`config.mk`:
```
export PLATFORM = sky130hd
export DESIGN_NAME = ctrl_seq_emulator
export DESIGN_NICKNAME = d
export VERILOG_FILES = /design/src/rtl/ctrl_seq_pkg.sv /design/src/rtl/ctrl_seq_emulator_pulse_stretch.sv /design/src/rtl/ctrl_seq_emulator.sv
export SDC_FILE = /design/constraint.sdc
export NUM_CORES = 1
export LEC_CHECK = 0
export CORE_UTILIZATION = 51
export DETAILED_ROUTE_END_ITERATION = 12
export PLACE_DENSITY_LB_ADDON = 0.2
export SLEW_MARGIN = 20
export SYNTH_ARGS = -nofsm -noshare
export SYNTH_HDL_FRONTEND = slang
export SYNTH_SLANG_ARGS = --single-unit
```
`constraint.sdc`:
```
create_clock -name clk_in -period 2.45 [get_ports clk_in]
set_input_delay 0.245 -clock clk_in [delete_from_list [all_inputs] [get_ports clk_in]]
set_output_delay 0.245 -clock clk_in [all_outputs]
set_load 0.05 [all_outputs]
```
`src/rtl/ctrl_seq_pkg.sv`:
```
// Shared types and constants for the control-sequence emulator.
package ctrl_seq_pkg;

  // Sequencer states; the encoding is exported on state_out.
  typedef enum logic [1:0] {
    OFF      = 2'd0,
    PWR_WAIT = 2'd1,
    RESET    = 2'd2,
    RUN      = 2'd3
  } ctrl_state_t;

  // Synchronised mode_select values.
  localparam logic MODE_RELAY = 1'b0;
  localparam logic MODE_GEN   = 1'b1;

  // Larger of two integers, used for sizing the shared wait counter.
  function automatic int max_int(input int a, input int b);
    return (a > b) ? a : b;
  endfunction

endpackage

```
`src/rtl/ctrl_seq_emulator_pulse_stretch.sv`:
```
// Retriggerable pulse stretcher: a one-cycle trigger yields a PULSE_W-cycle
// pulse. The output is combinational from the trigger so that the caller's
// output register adds the only cycle of latency.
module pulse_stretch #(
  parameter int PULSE_W = 4
) (
  input  logic clk_i,
  input  logic rst_ni,
  input  logic clr_i,
  input  logic trig_i,
  output logic active_o
);

  localparam int               CW     = $clog2(PULSE_W + 1);
  localparam logic [CW-1:0]    RELOAD = CW'(PULSE_W - 1);

  logic [CW-1:0] cnt_q, cnt_d;

  // Remaining-width counter: clear wins, a trigger reloads, otherwise count down.
  always_comb begin
    cnt_d = cnt_q;
    if (clr_i) begin
      cnt_d = '0;
    end else if (trig_i) begin
      cnt_d = RELOAD;
    end else if (cnt_q != '0) begin
      cnt_d = cnt_q - CW'(1);
    end
  end

  // Counter register.
  always_ff @(posedge clk_i or negedge rst_ni) begin
    if (!rst_ni) begin
      cnt_q <= '0;
    end else begin
      cnt_q <= cnt_d;
    end
  end

  // The trigger cycle itself is the first pulse cycle.
  assign active_o = !clr_i && (trig_i || (cnt_q != '0));

endmodule

```
`src/rtl/ctrl_seq_emulator.sv`:
```
// Multi-channel fast-control emulator: power/reset sequencer, orbit counter,
// relay or internal generation of QIE reset and WTE, fanned out per channel.
module ctrl_seq_emulator
  import ctrl_seq_pkg::*;
#(
  parameter int N_CH       = 4,
  parameter int CNT_W      = 12,
  parameter int ORBIT_LEN  = 3564,
  parameter int PULSE_W    = 4,
  parameter int PGOOD_DLY  = 16,
  parameter int RESET_LEN  = 8
) (
  input  logic             clk_in,
  input  logic             reset_n_in,
  input  logic             pgood_in,
  input  logic             reset_switch_in,
  input  logic             mode_select_in,
  input  logic             qie_reset_in,
  input  logic             wte_in,
  input  logic             aux_in,
  input  logic [N_CH-1:0]  ch_enable_in,
  input  logic [CNT_W-1:0] wte_offset_in,
  output logic             penable_out,
  output logic             reset_out,
  output logic [N_CH-1:0]  qie_reset_out,
  output logic [N_CH-1:0]  wte_out,
  output logic [N_CH-1:0]  aux_out,
  output logic [1:0]       state_out,
  output logic [CNT_W-1:0] orbit_cnt_out
);

  localparam int WAIT_W = $clog2(max_int(PGOOD_DLY, RESET_LEN) + 1);
  localparam logic [WAIT_W-1:0] PG_LAST   = WAIT_W'(PGOOD_DLY - 1);
  localparam logic [WAIT_W-1:0] RST_LAST  = WAIT_W'(RESET_LEN - 1);
  localparam logic [CNT_W-1:0]  ORBIT_LAST = CNT_W'(ORBIT_LEN - 1);
  localparam logic [CNT_W:0]    ORBIT_LEN_W = (CNT_W + 1)'(ORBIT_LEN);

  // Bit positions in the synchroniser vector.
  localparam int IDX_AUX   = 0;
  localparam int IDX_WTE   = 1;
  localparam int IDX_QIE   = 2;
  localparam int IDX_MODE  = 3;
  localparam int IDX_RSW   = 4;
  localparam int IDX_PGOOD = 5;

  logic [5:0] async_in;
  logic [5:0] sync1_q, sync2_q;
  logic       qie_prev_q, wte_prev_q, rsw_prev_q, mode_prev_q;

  logic pgood_s, mode_s, aux_s;
  logic qie_rise, wte_rise, rsw_rise, mode_chg;

  ctrl_state_t       state_q, state_d;
  logic [WAIT_W-1:0] wait_q, wait_d;
  logic [CNT_W-1:0]  orbit_q, orbit_d;

  logic run_now, run_next, trig_ok, wte_in_range;
  logic qie_trig, wte_trig, qie_act, wte_act, clr_pulse;

  logic [N_CH-1:0] qie_d, wte_d, aux_d;
  logic [N_CH-1:0] qie_q, wte_q, aux_q;
  logic            penable_q, reset_q;

  assign async_in = {pgood_in, reset_switch_in, mode_select_in,
                     qie_reset_in, wte_in, aux_in};

  // Two-flop synchroniser for every asynchronous input plus edge-detect history.
  always_ff @(posedge clk_in or negedge reset_n_in) begin
    if (!reset_n_in) begin
      sync1_q     <= '0;
      sync2_q     <= '0;
      qie_prev_q  <= 1'b0;
      wte_prev_q  <= 1'b0;
      rsw_prev_q  <= 1'b0;
      mode_prev_q <= 1'b0;
    end else begin
      sync1_q     <= async_in;
      sync2_q     <= sync1_q;
      qie_prev_q  <= sync2_q[IDX_QIE];
      wte_prev_q  <= sync2_q[IDX_WTE];
      rsw_prev_q  <= sync2_q[IDX_RSW];
      mode_prev_q <= sync2_q[IDX_MODE];
    end
  end

  assign pgood_s  = sync2_q[IDX_PGOOD];
  assign mode_s   = sync2_q[IDX_MODE];
  assign aux_s    = sync2_q[IDX_AUX];
  assign qie_rise = sync2_q[IDX_QIE] && !qie_prev_q;
  assign wte_rise = sync2_q[IDX_WTE] && !wte_prev_q;
  assign rsw_rise = sync2_q[IDX_RSW] && !rsw_prev_q;
  assign mode_chg = mode_s ^ mode_prev_q;

  // Sequencer next state; one wait counter serves both PWR_WAIT and RESET.
  // The OFF cycle that first sees pgood counts as the first stable cycle.
  always_comb begin
    state_d = state_q;
    wait_d  = wait_q;
    if (!pgood_s) begin
      state_d = OFF;
      wait_d  = '0;
    end else begin
      case (state_q)
        OFF: begin
          wait_d = '0;
          if (PGOOD_DLY <= 1) begin
            state_d = RESET;
          end else begin
            state_d = PWR_WAIT;
            wait_d  = WAIT_W'(1);
          end
        end
        PWR_WAIT: begin
          if (wait_q >= PG_LAST) begin
            state_d = RESET;
            wait_d  = '0;
          end else begin
            wait_d = wait_q + WAIT_W'(1);
          end
        end
        RESET: begin
          if (wait_q >= RST_LAST) begin
            state_d = RUN;
            wait_d  = '0;
          end else begin
            wait_d = wait_q + WAIT_W'(1);
          end
        end
        RUN: begin
          if (rsw_rise) begin
            state_d = RESET;
            wait_d  = '0;
          end
        end
        default: begin
          state_d = OFF;
          wait_d  = '0;
        end
      endcase
    end
  end

  // Sequencer state and wait counter registers.
  always_ff @(posedge clk_in or negedge reset_n_in) begin
    if (!reset_n_in) begin
      state_q <= OFF;
      wait_q  <= '0;
    end else begin
      state_q <= state_d;
      wait_q  <= wait_d;
    end
  end

  assign run_now  = (state_q == RUN);
  assign run_next = (state_d == RUN);

  // Orbit counter: free-runs with wrap only while staying in RUN with a stable mode,
  // so every (re-)entry into RUN and every mode switch starts a fresh orbit at 0.
  always_comb begin
    orbit_d = '0;
    if (run_now && run_next && !mode_chg) begin
      orbit_d = (orbit_q == ORBIT_LAST) ? '0 : orbit_q + CNT_W'(1);
    end
  end

  // Orbit counter register.
  always_ff @(posedge clk_in or negedge reset_n_in) begin
    if (!reset_n_in) begin
      orbit_q <= '0;
    end else begin
      orbit_q <= orbit_d;
    end
  end

  // Trigger selection; suppressed on the mode-switch cycle since the orbit
  // position then belongs to the previous mode.
  assign trig_ok      = run_now && !mode_chg;
  assign wte_in_range = ({1'b0, wte_offset_in} < ORBIT_LEN_W);
  assign qie_trig = trig_ok && ((mode_s == MODE_RELAY) ? qie_rise : (orbit_q == '0));
  assign wte_trig = trig_ok && ((mode_s == MODE_RELAY) ? wte_rise
                                : (wte_in_range && (orbit_q == wte_offset_in)));

  // Pulses are aborted as soon as the sequencer leaves RUN.
  assign clr_pulse = !run_next;

  pulse_stretch #(.PULSE_W(PULSE_W)) u_qie_pulse (
    .clk_i    (clk_in),
    .rst_ni   (reset_n_in),
    .clr_i    (clr_pulse),
    .trig_i   (qie_trig),
    .active_o (qie_act)
  );

  pulse_stretch #(.PULSE_W(PULSE_W)) u_wte_pulse (
    .clk_i    (clk_in),
    .rst_ni   (reset_n_in),
    .clr_i    (clr_pulse),
    .trig_i   (wte_trig),
    .active_o (wte_act)
  );

  // Per-channel gating by the channel enables.
  for (genvar gi = 0; gi < N_CH; gi++) begin : g_ch
    assign qie_d[gi] = qie_act && ch_enable_in[gi];
    assign wte_d[gi] = wte_act && ch_enable_in[gi];
    assign aux_d[gi] = aux_s && run_next && ch_enable_in[gi];
  end

  // Output registers, derived from the next state so they track the sequencer.
  always_ff @(posedge clk_in or negedge reset_n_in) begin
    if (!reset_n_in) begin
      penable_q <= 1'b0;
      reset_q   <= 1'b0;
      qie_q     <= '0;
      wte_q     <= '0;
      aux_q     <= '0;
    end else begin
      penable_q <= (state_d == RESET) || (state_d == RUN);
      reset_q   <= (state_d == RESET);
      qie_q     <= qie_d;
      wte_q     <= wte_d;
      aux_q     <= aux_d;
    end
  end

  assign penable_out   = penable_q;
  assign reset_out     = reset_q;
  assign qie_reset_out = qie_q;
  assign wte_out       = wte_q;
  assign aux_out       = aux_q;
  assign state_out     = state_q;
  assign orbit_cnt_out = orbit_q;

endmodule

```
==> results of run 1 <==
-- metal layers --
metal  up-vias  wire [µm]  share of wire
met4         0         37         0.0078
met3         4        199          0.042
met2        53       2280           0.48
li1        912          -              -
met5         -          0              0
met1       882       2260           0.47
-- critical path: stages, from the launching register on --
cell and delay, ns:
dfrtp_1 0.44, ha_1 0.26, and3_1 0.19, ha_1 0.18, nor3_2 0.16, a21oi_2 0.12, o21a_2 0.16, a221oi_2 0.40
nor2_1 0.10
-- final cells by class --
type,count,area (µm²),share of cell area
inverter,15,56.3,0.0174
tap,67,83.8,0.0259
sequential,55,1380,0.425
clock inverter,3,46.3,0.0143
timing repair buffer,57,553,0.171
multi-input combinational,154,1060,0.326
clock buffer,5,68.8,0.0212
-- path summary, 6_finish.rpt --
| kind | start | endpoint | slack (ns) | depth (start not counted) |
|---|---|---|---|---|
| max reg2reg | wait_q[0]$_DFFE_PN0P_ | wte_out[1]$_DFF_PN0_ | 0.32 | 8 |
| min in group asynchronous | reset_n_in | qie_reset_out[3]$_DFF_PN0_ | 0.40 | 2 |
| min | sync1_q[0]$_DFF_PN0_ | sync2_q[0]$_DFF_PN0_ | 0.35 | 0 |
| min reg2reg | sync1_q[0]$_DFF_PN0_ | sync2_q[0]$_DFF_PN0_ | 0.35 | 0 |
| max | wait_q[0]$_DFFE_PN0P_ | wte_out[1]$_DFF_PN0_ | 0.32 | 8 |
| max in group asynchronous | reset_n_in | wait_q[4]$_DFFE_PN0P_ | 1.43 | 3 |
-- logic make-up (layout without fill, tap and decap cells) --
family / Yosys count / in the layout
flip-flops: 55 / 55
adder cells (fa/ha/maj): 8 / 8
AO/OA/AOI/OAI: 36 / 36
XOR/XNOR: 24 / 24
buffers and inverters: 19 / 80
multiplexers: 1 / 1
AND/OR/NAND/NOR: 85 / 85
-- power groups by stage --
stage | Combinational (W) | Sequential (W) | Clock [W]
2_1_floorplan | 0.0000465 | 0.000963 | 0
3_3_place_gp | 0.000115 | 0.000966 | 0
3_5_place_dp | 0.000118 | 0.000968 | 0
4_1_cts | 0.000119 | 0.000950 | 0.000612
5_1_grt | 0.000130 | 0.000954 | 0.000652
6_report | 0.000118 | 0.000950 | 0.000601
-- registers in the layout, summed over array words and instances (netlist names) --
register	flops
wte_out	4
wte_prev_q	1
reset_out	1
sync2_q	6
sync1_q	6
qie_prev_q	1
penable_out	1
state_out	2
u_qie_pulse.cnt_q	3
u_wte_pulse.cnt_q	3
rsw_prev_q	1
qie_reset_out	4
wait_q	5
orbit_cnt_out	12
mode_prev_q	1
aux_out	4
-- metrics by stage --
step	setup WS (ns)	instance area, µm²	instances	total power, W	hold WS, ns
after CTS	0.333	3240	356	0.00168	0.351
after detailed placement	0.348	3120	347	0.00109	0.219
after floorplan	0.354	2510	228	0.00101	-0.0506
after global routing	0.162	3240	356	0.00174	0.352
final	0.323	3240	356	0.00167	0.350
after global placement	0.413	3120	347	0.00108	0.220
-- placed cells by master, fill, tap and decap left out, types with 8 or more instances in the layout --
| master | netlist | layout |
|---|---|---|
| clkdlybuf4s50_1 | 0 | 50 |
| xor2_1 | 9 | 9 |
| dfrtp_1 | 55 | 55 |
| ha_1 | 8 | 8 |
| inv_1 | 15 | 15 |
| nand3_1 | 10 | 10 |
| nand2_1 | 16 | 16 |
| xnor2_1 | 15 | 15 |
| nor2_1 | 20 | 20 |
-- what timing repair did --
item                      4_1_cts  5_1_grt
resized for setup               0        0
hold buffers                    1        0
setup buffers                   0        0
hold endpoints to repair       20        0
==> summary.txt, run 1 <==
Run status
  • Status: finished clean

Drt
  • Iteration-0 DRC Markers: 83
  • Total routed wirelength: 4.77 mm
  • Via density: 5.20
  • Post-route DRC: 0
  • Routed WL per cell: 13.4 µm
  • DRT Pass-1 Iters: 4
  • Via count: 1851
  • Final antenna-violating net count: 0

Power
  • Maximum VDD drop: 254 µV
  • Switch share: 0.224
  • Power density cells: 515 nW/µm²
  • Sequential Power Share: 0.569
  • Psw: 0.000374 W
  • Internal power: 0.00130 W
  • Power share of the clock group: 0.360
  • Comb pwr share: 0.071
  • Leakage Power: 1.36 nW

Floorplanning
  • Initial core utilization: 0.531
  • I/O pin total: 52
  • DIE WIDTH: 72.2 µm
  • Die area: 5210 µm²
  • Area of the core: 4720 µm²
  • Die span in y: 72.2 µm
  • Floorplan row count: 25

Global route
  • Total grt overflow: 0
  • First-pass GRT wire length: 8.03 mm
  • Largest net degree at the start of global routing: 23
  • GRT Max-Usage Layer: met2
  • Total track usage: 0.200
  • Met2 usage: 0.329
  • Number of global-route vias before repair: 1758
  • Initial antenna violation count: 0
  • M1 GR Usage: 0.266
  • Met3 GRT Util: 0.0403

Synthesis
  • Syn avg cell area: 11.0 µm²
  • Largest cells by area after synthesis: dfrtp_1, xnor2_1, ha_1, xor2_1, nor2_1
  • Ys Warns: 0
  • Post-Synthesis Cells: 228
  • Sequential area share after synthesis: 0.548
  • Post-synthesis compound-gate area fraction: 0.103
  • Synth top cells by count: dfrtp_1, nor2_1, nand2_1
  • Post-Synth Simple-Gate Area: 0.190
  • Post-synthesis async set-or-reset flop share: 1.00
  • Main combinational cell family by area after synthesis: simple AND/OR/NAND/NOR gates
  • Synth area leader: dfrtp_1
  • Post-synthesis mux area share: 0.00449
  • Synth top area share: 0.548
  • Adder-Cell Fraction of Synth Area: 0.0399
  • Yosys reg bits: 55
  • Post-synth EDFFs: 0
  • Synth Area in XOR/XNOR: 0.0837
  • Synth Flop Type: dfrtp_1
  • Syn nets: 260
  • Synth unique cells: 46
  • Most frequent cell after synthesis: dfrtp_1
  • Synth Cell Area: 2510 µm²

CTS
  • CTS Buf Count: 5
  • H-tree Lvls: 2
  • CTS Sinks: 55
  • Clock transition at path regs: 0.10 ns
  • Root Buffer: clkbuf_8
  • CTS tree: built
  • Worst-Skew Late Latency: 0.31 ns
  • Max Root-Sink Buffers: 2

Critical path
  • CP startpoint kind: register
  • Critical Path Sink Type: register
  • CP Class: register to register
  • Crit path DAT: 2.32 ns
  • Worst-path maximum fanout: 6
  • CP Data Required Time: 2.64 ns

Placed design
  • RePlAce Congestion: 0.867
  • Final HPWL DP: 3.58 mm
  • Count of input and output buffers: 51

STA
  • RSZ-0062 raised after global routing: false
  • Pins over their slew limit: 0
  • Layout Skew: 0.00994 ns
  • Fin Setup TNS: 0 ns
  • Crit share post-route: 0.868
  • Max-slew headroom: 0.662
  • Post-layout minimum cycle time: 2.13 ns
  • Final hold vios: 0
  • Fmax: 470 MHz
  • Setup-failing EPs final: 0
  • Slew @ Worst Pin: 0.505 ns

Final layout
  • N_diodes: 0
  • Share of layout cells above drive strength 1: 0.100
  • Util after Layout: 0.686
  • Area Growth Syn to Fin: 29.2%
  • Fillcell total: 377
  • Nets: 320

Flow run
  • Max cap viols: 0

Hold path
  • HP Class: register to register
Note: power is estimated with default switching activity, not from simulation.
==> run 2, diff against run 1 <==
--- a/config.mk
+++ b/config.mk
@@ -5,10 +5,11 @@
 export SDC_FILE = /design/constraint.sdc
 export NUM_CORES = 1
 export LEC_CHECK = 0
-export CORE_UTILIZATION = 51
+export CORE_UTILIZATION = 50
 export DETAILED_ROUTE_END_ITERATION = 12
 export PLACE_DENSITY_LB_ADDON = 0.2
 export SLEW_MARGIN = 20
 export SYNTH_ARGS = -nofsm -noshare
 export SYNTH_HDL_FRONTEND = slang
+export SYNTH_HIERARCHICAL = 1
 export SYNTH_SLANG_ARGS = --single-unit
==> run 2 against run 1 <==
- hold slack better by 0.0071 ns
- synthesized cell count up 3.1%
- core utilization down 0.37 points
- maximum frequency up 0.97%
- area after synthesis down 1.1%
- global-route usage up 2.1 points
- first-iteration DRC count up 70%
- register-to-register slack better by 0.02 ns
- largest cell class unchanged
==> summary.txt, run 2 <==
Synthesis
  • Synth top area share: 0.554
  • Synth area leader: dfrtp_1
  • Synth top cells by count: dfrtp_1, inv_1, xnor2_1
  • Most frequent cell after synthesis: dfrtp_1
  • Post-Synthesis Cells: 235
  • Post-synth EDFFs: 0
  • Ys Warns: 6
  • Sequential area share after synthesis: 0.554
  • Synth Flop Type: dfrtp_1
  • Syn nets: 267
  • Largest cells by area after synthesis: dfrtp_1, xnor2_1, ha_1, and2_1, inv_1
  • Yosys reg bits: 55
  • Synth Cell Area: 2480 µm²
  • Synth unique cells: 37
  • Syn avg cell area: 10.6 µm²
  • Post-synthesis async set-or-reset flop share: 1.00

Global route
  • Largest net degree at the start of global routing: 31
  • Number of global-route vias before repair: 1819
  • Total track usage: 0.221
  • Total grt overflow: 0
  • First-pass GRT wire length: 8.69 mm
  • Initial antenna violation count: 0

Drt
  • Final antenna-violating net count: 0
  • Iteration-0 DRC Markers: 141
  • DRT Pass-1 Iters: 4
  • Routed WL per cell: 14.3 µm
  • Via density: 5.30
  • Via count: 1917
  • Post-route DRC: 0
  • Total routed wirelength: 5.19 mm

STA
  • Final hold vios: 0
  • Pins over their slew limit: 0
  • Setup-failing EPs final: 0
  • RSZ-0062 raised after global routing: false
  • Post-layout minimum cycle time: 2.11 ns
  • Max-slew headroom: 0.603
  • Hold WS: 0.357 ns
  • Fmax: 475 MHz
  • Slew @ Worst Pin: 0.595 ns
  • Crit share post-route: 0.860
  • Layout Skew: 0.00313 ns
  • Fin Setup TNS: 0 ns

CTS
  • Root Buffer: clkbuf_8
  • CTS Sinks: 55
  • Clock transition at path regs: 0.09 ns
  • Cts repair resizes: 0
  • Worst-Skew Late Latency: 0.30 ns
  • H-tree Lvls: 2
  • CTS tree: built
  • Max Root-Sink Buffers: 2
  • CTS Buf Count: 5

Run status
  • Status: finished clean

Critical path
  • CP peak stage delay: 0.50 ns
  • Critical Path Sink Type: register
  • Worst r2r path cells: 7
  • Cell mode on critical path: a21oi_1
  • CP Class: register to register
  • CP Data Required Time: 2.69 ns
  • Worst-path maximum fanout: 8
  • Crit path DAT: 2.35 ns
  • CP max stage cell: dfrtp_1
  • CP startpoint kind: register
  • Cells along the critical path: xnor2_1 -> nand4_1 -> or4_1 -> a21oi_1 -> inv_1 -> a21oi_1 -> and2_1

Final layout
  • N_diodes: 0
  • Share of layout cells above drive strength 1: 0.0576
  • Fillcell total: 392
  • Area Growth Syn to Fin: 30.7%
  • Commonest non-fill, non-tap cell in the layout: dfrtp_1
  • Largest register FFs: 12
  • Non-Filler Instances: 362
  • Nets: 326
  • Most frequent cells in the layout: dfrtp_1, clkdlybuf4s50_1, inv_1

Placed design
  • Final HPWL DP: 3.73 mm
  • Placed Cells: 353
  • Count of input and output buffers: 51
  • RePlAce Congestion: 0.826

Flow run
  • Max cap viols: 0

Floorplanning
  • Die area: 5250 µm²
  • I/O pin total: 52
  • Initial core utilization: 0.522
  • DIE WIDTH: 72.5 µm
  • Floorplan row count: 25
  • Die span in y: 72.5 µm
  • Area of the core: 4750 µm²

Power
  • Maximum VDD drop: 273 µV
  • Leakage Power: 1.32 nW
  • Power density cells: 533 nW/µm²

Hold path
  • HP Class: register to register
  • Hold Path Depth: 0
## run 2: path summary, 6_finish.rpt
path | start | to | slack, ns
hold / removal | sync1_q[2]$_DFF_PN0_ | sync2_q[2]$_DFF_PN0_ | 0.36
min in group asynchronous | reset_n_in | sync1_q[4]$_DFF_PN0_ | 0.47
setup reg to reg | orbit_cnt_out[5]$_DFF_PN0_ | wte_out[0]$_DFF_PN0_ | 0.34
max in group asynchronous | reset_n_in | penable_out$_DFF_PN0_ | 1.42
hold reg to reg | sync1_q[2]$_DFF_PN0_ | sync2_q[2]$_DFF_PN0_ | 0.36
setup / recovery | orbit_cnt_out[5]$_DFF_PN0_ | wte_out[0]$_DFF_PN0_ | 0.34
## run 2: routing by layer
| metal | vias to the layer above | track usage | wire [µm] |
|---|---|---|---|
| li1 | 926 | - | - |
| met1 | 922 | 0.292 | 2440 |
| met2 | 67 | 0.358 | 2420 |
| met3 | 2 | 0.0542 | 292 |
| met4 | 0 | 0.0719 | 40 |
| met5 | - | 0 | 0 |
## run 2: repair_timing
| action | 4_1_cts | 5_1_grt |
|---|---|---|
| buffers inserted | 0 | 0 |
| hold buffers | 1 | 0 |
| endpoints found under the setup margin | 0 | 0 |
| hold endpoints to repair | 25 | 0 |
## run 2: kinds of logic (layout without fill, tap and decap cells)
kind of cell / count (synthesis) / in the layout / synth area share
buffers and inverters: 25 / 85 / 0.0393
adders and majority gates: 8 / 8 / 0.0403
and+or+nand+nor: 89 / 89 / 0.192
AOI/OAI and AO/OA: 34 / 34 / 0.0897
xor gates and xnor gates: 24 / 24 / 0.0847
DFF: 55 / 55 / 0.554
## run 2: per-stage QoR
step / total power [W] / utilization / cell area [µm²] / worst slack, ns
after floorplan: 0.000982 / - / 2480 / 0.263
after global placement: 0.00105 / 0.653 / 3100 / 0.200
after detailed placement: 0.00106 / 0.653 / 3100 / 0.158
after CTS: 0.00175 / 0.683 / 3250 / 0.348
after global routing: 0.00179 / 0.683 / 3250 / 0.173
final: 0.00173 / 0.683 / 3250 / 0.344
## run 2: report_power, final
part	switching, W	internal (W)	total (W)
clock network	0.000284	0.000408	0.000693
logic	0.0000458	0.0000546	0.000100
registers	0.0000138	0.000923	0.000937
## run 2: cell type report
| type | count | area (µm²) | area share |
|---|---|---|---|
| Multi-Input combinational cell | 155 | 1010 | 0.311 |
| Timing Repair Buffer | 58 | 573 | 0.177 |
| Sequential cell | 55 | 1380 | 0.424 |
| Clock inverter | 2 | 60.1 | 0.0185 |
| Tap cell | 67 | 83.8 | 0.0258 |
| Inverter | 19 | 71.3 | 0.0220 |
| Clock buffer | 6 | 72.6 | 0.0224 |
## run 2: worst max-delay path, delay by kind of cell (launching register included)
kind / cells / cell delay, ns
buffers and inverters: 1 / 0.10
xor gates and xnor gates: 1 / 0.20
AOI/OAI and AO/OA: 2 / 0.47
and+or+nand+nor: 3 / 0.77
DFF: 1 / 0.50
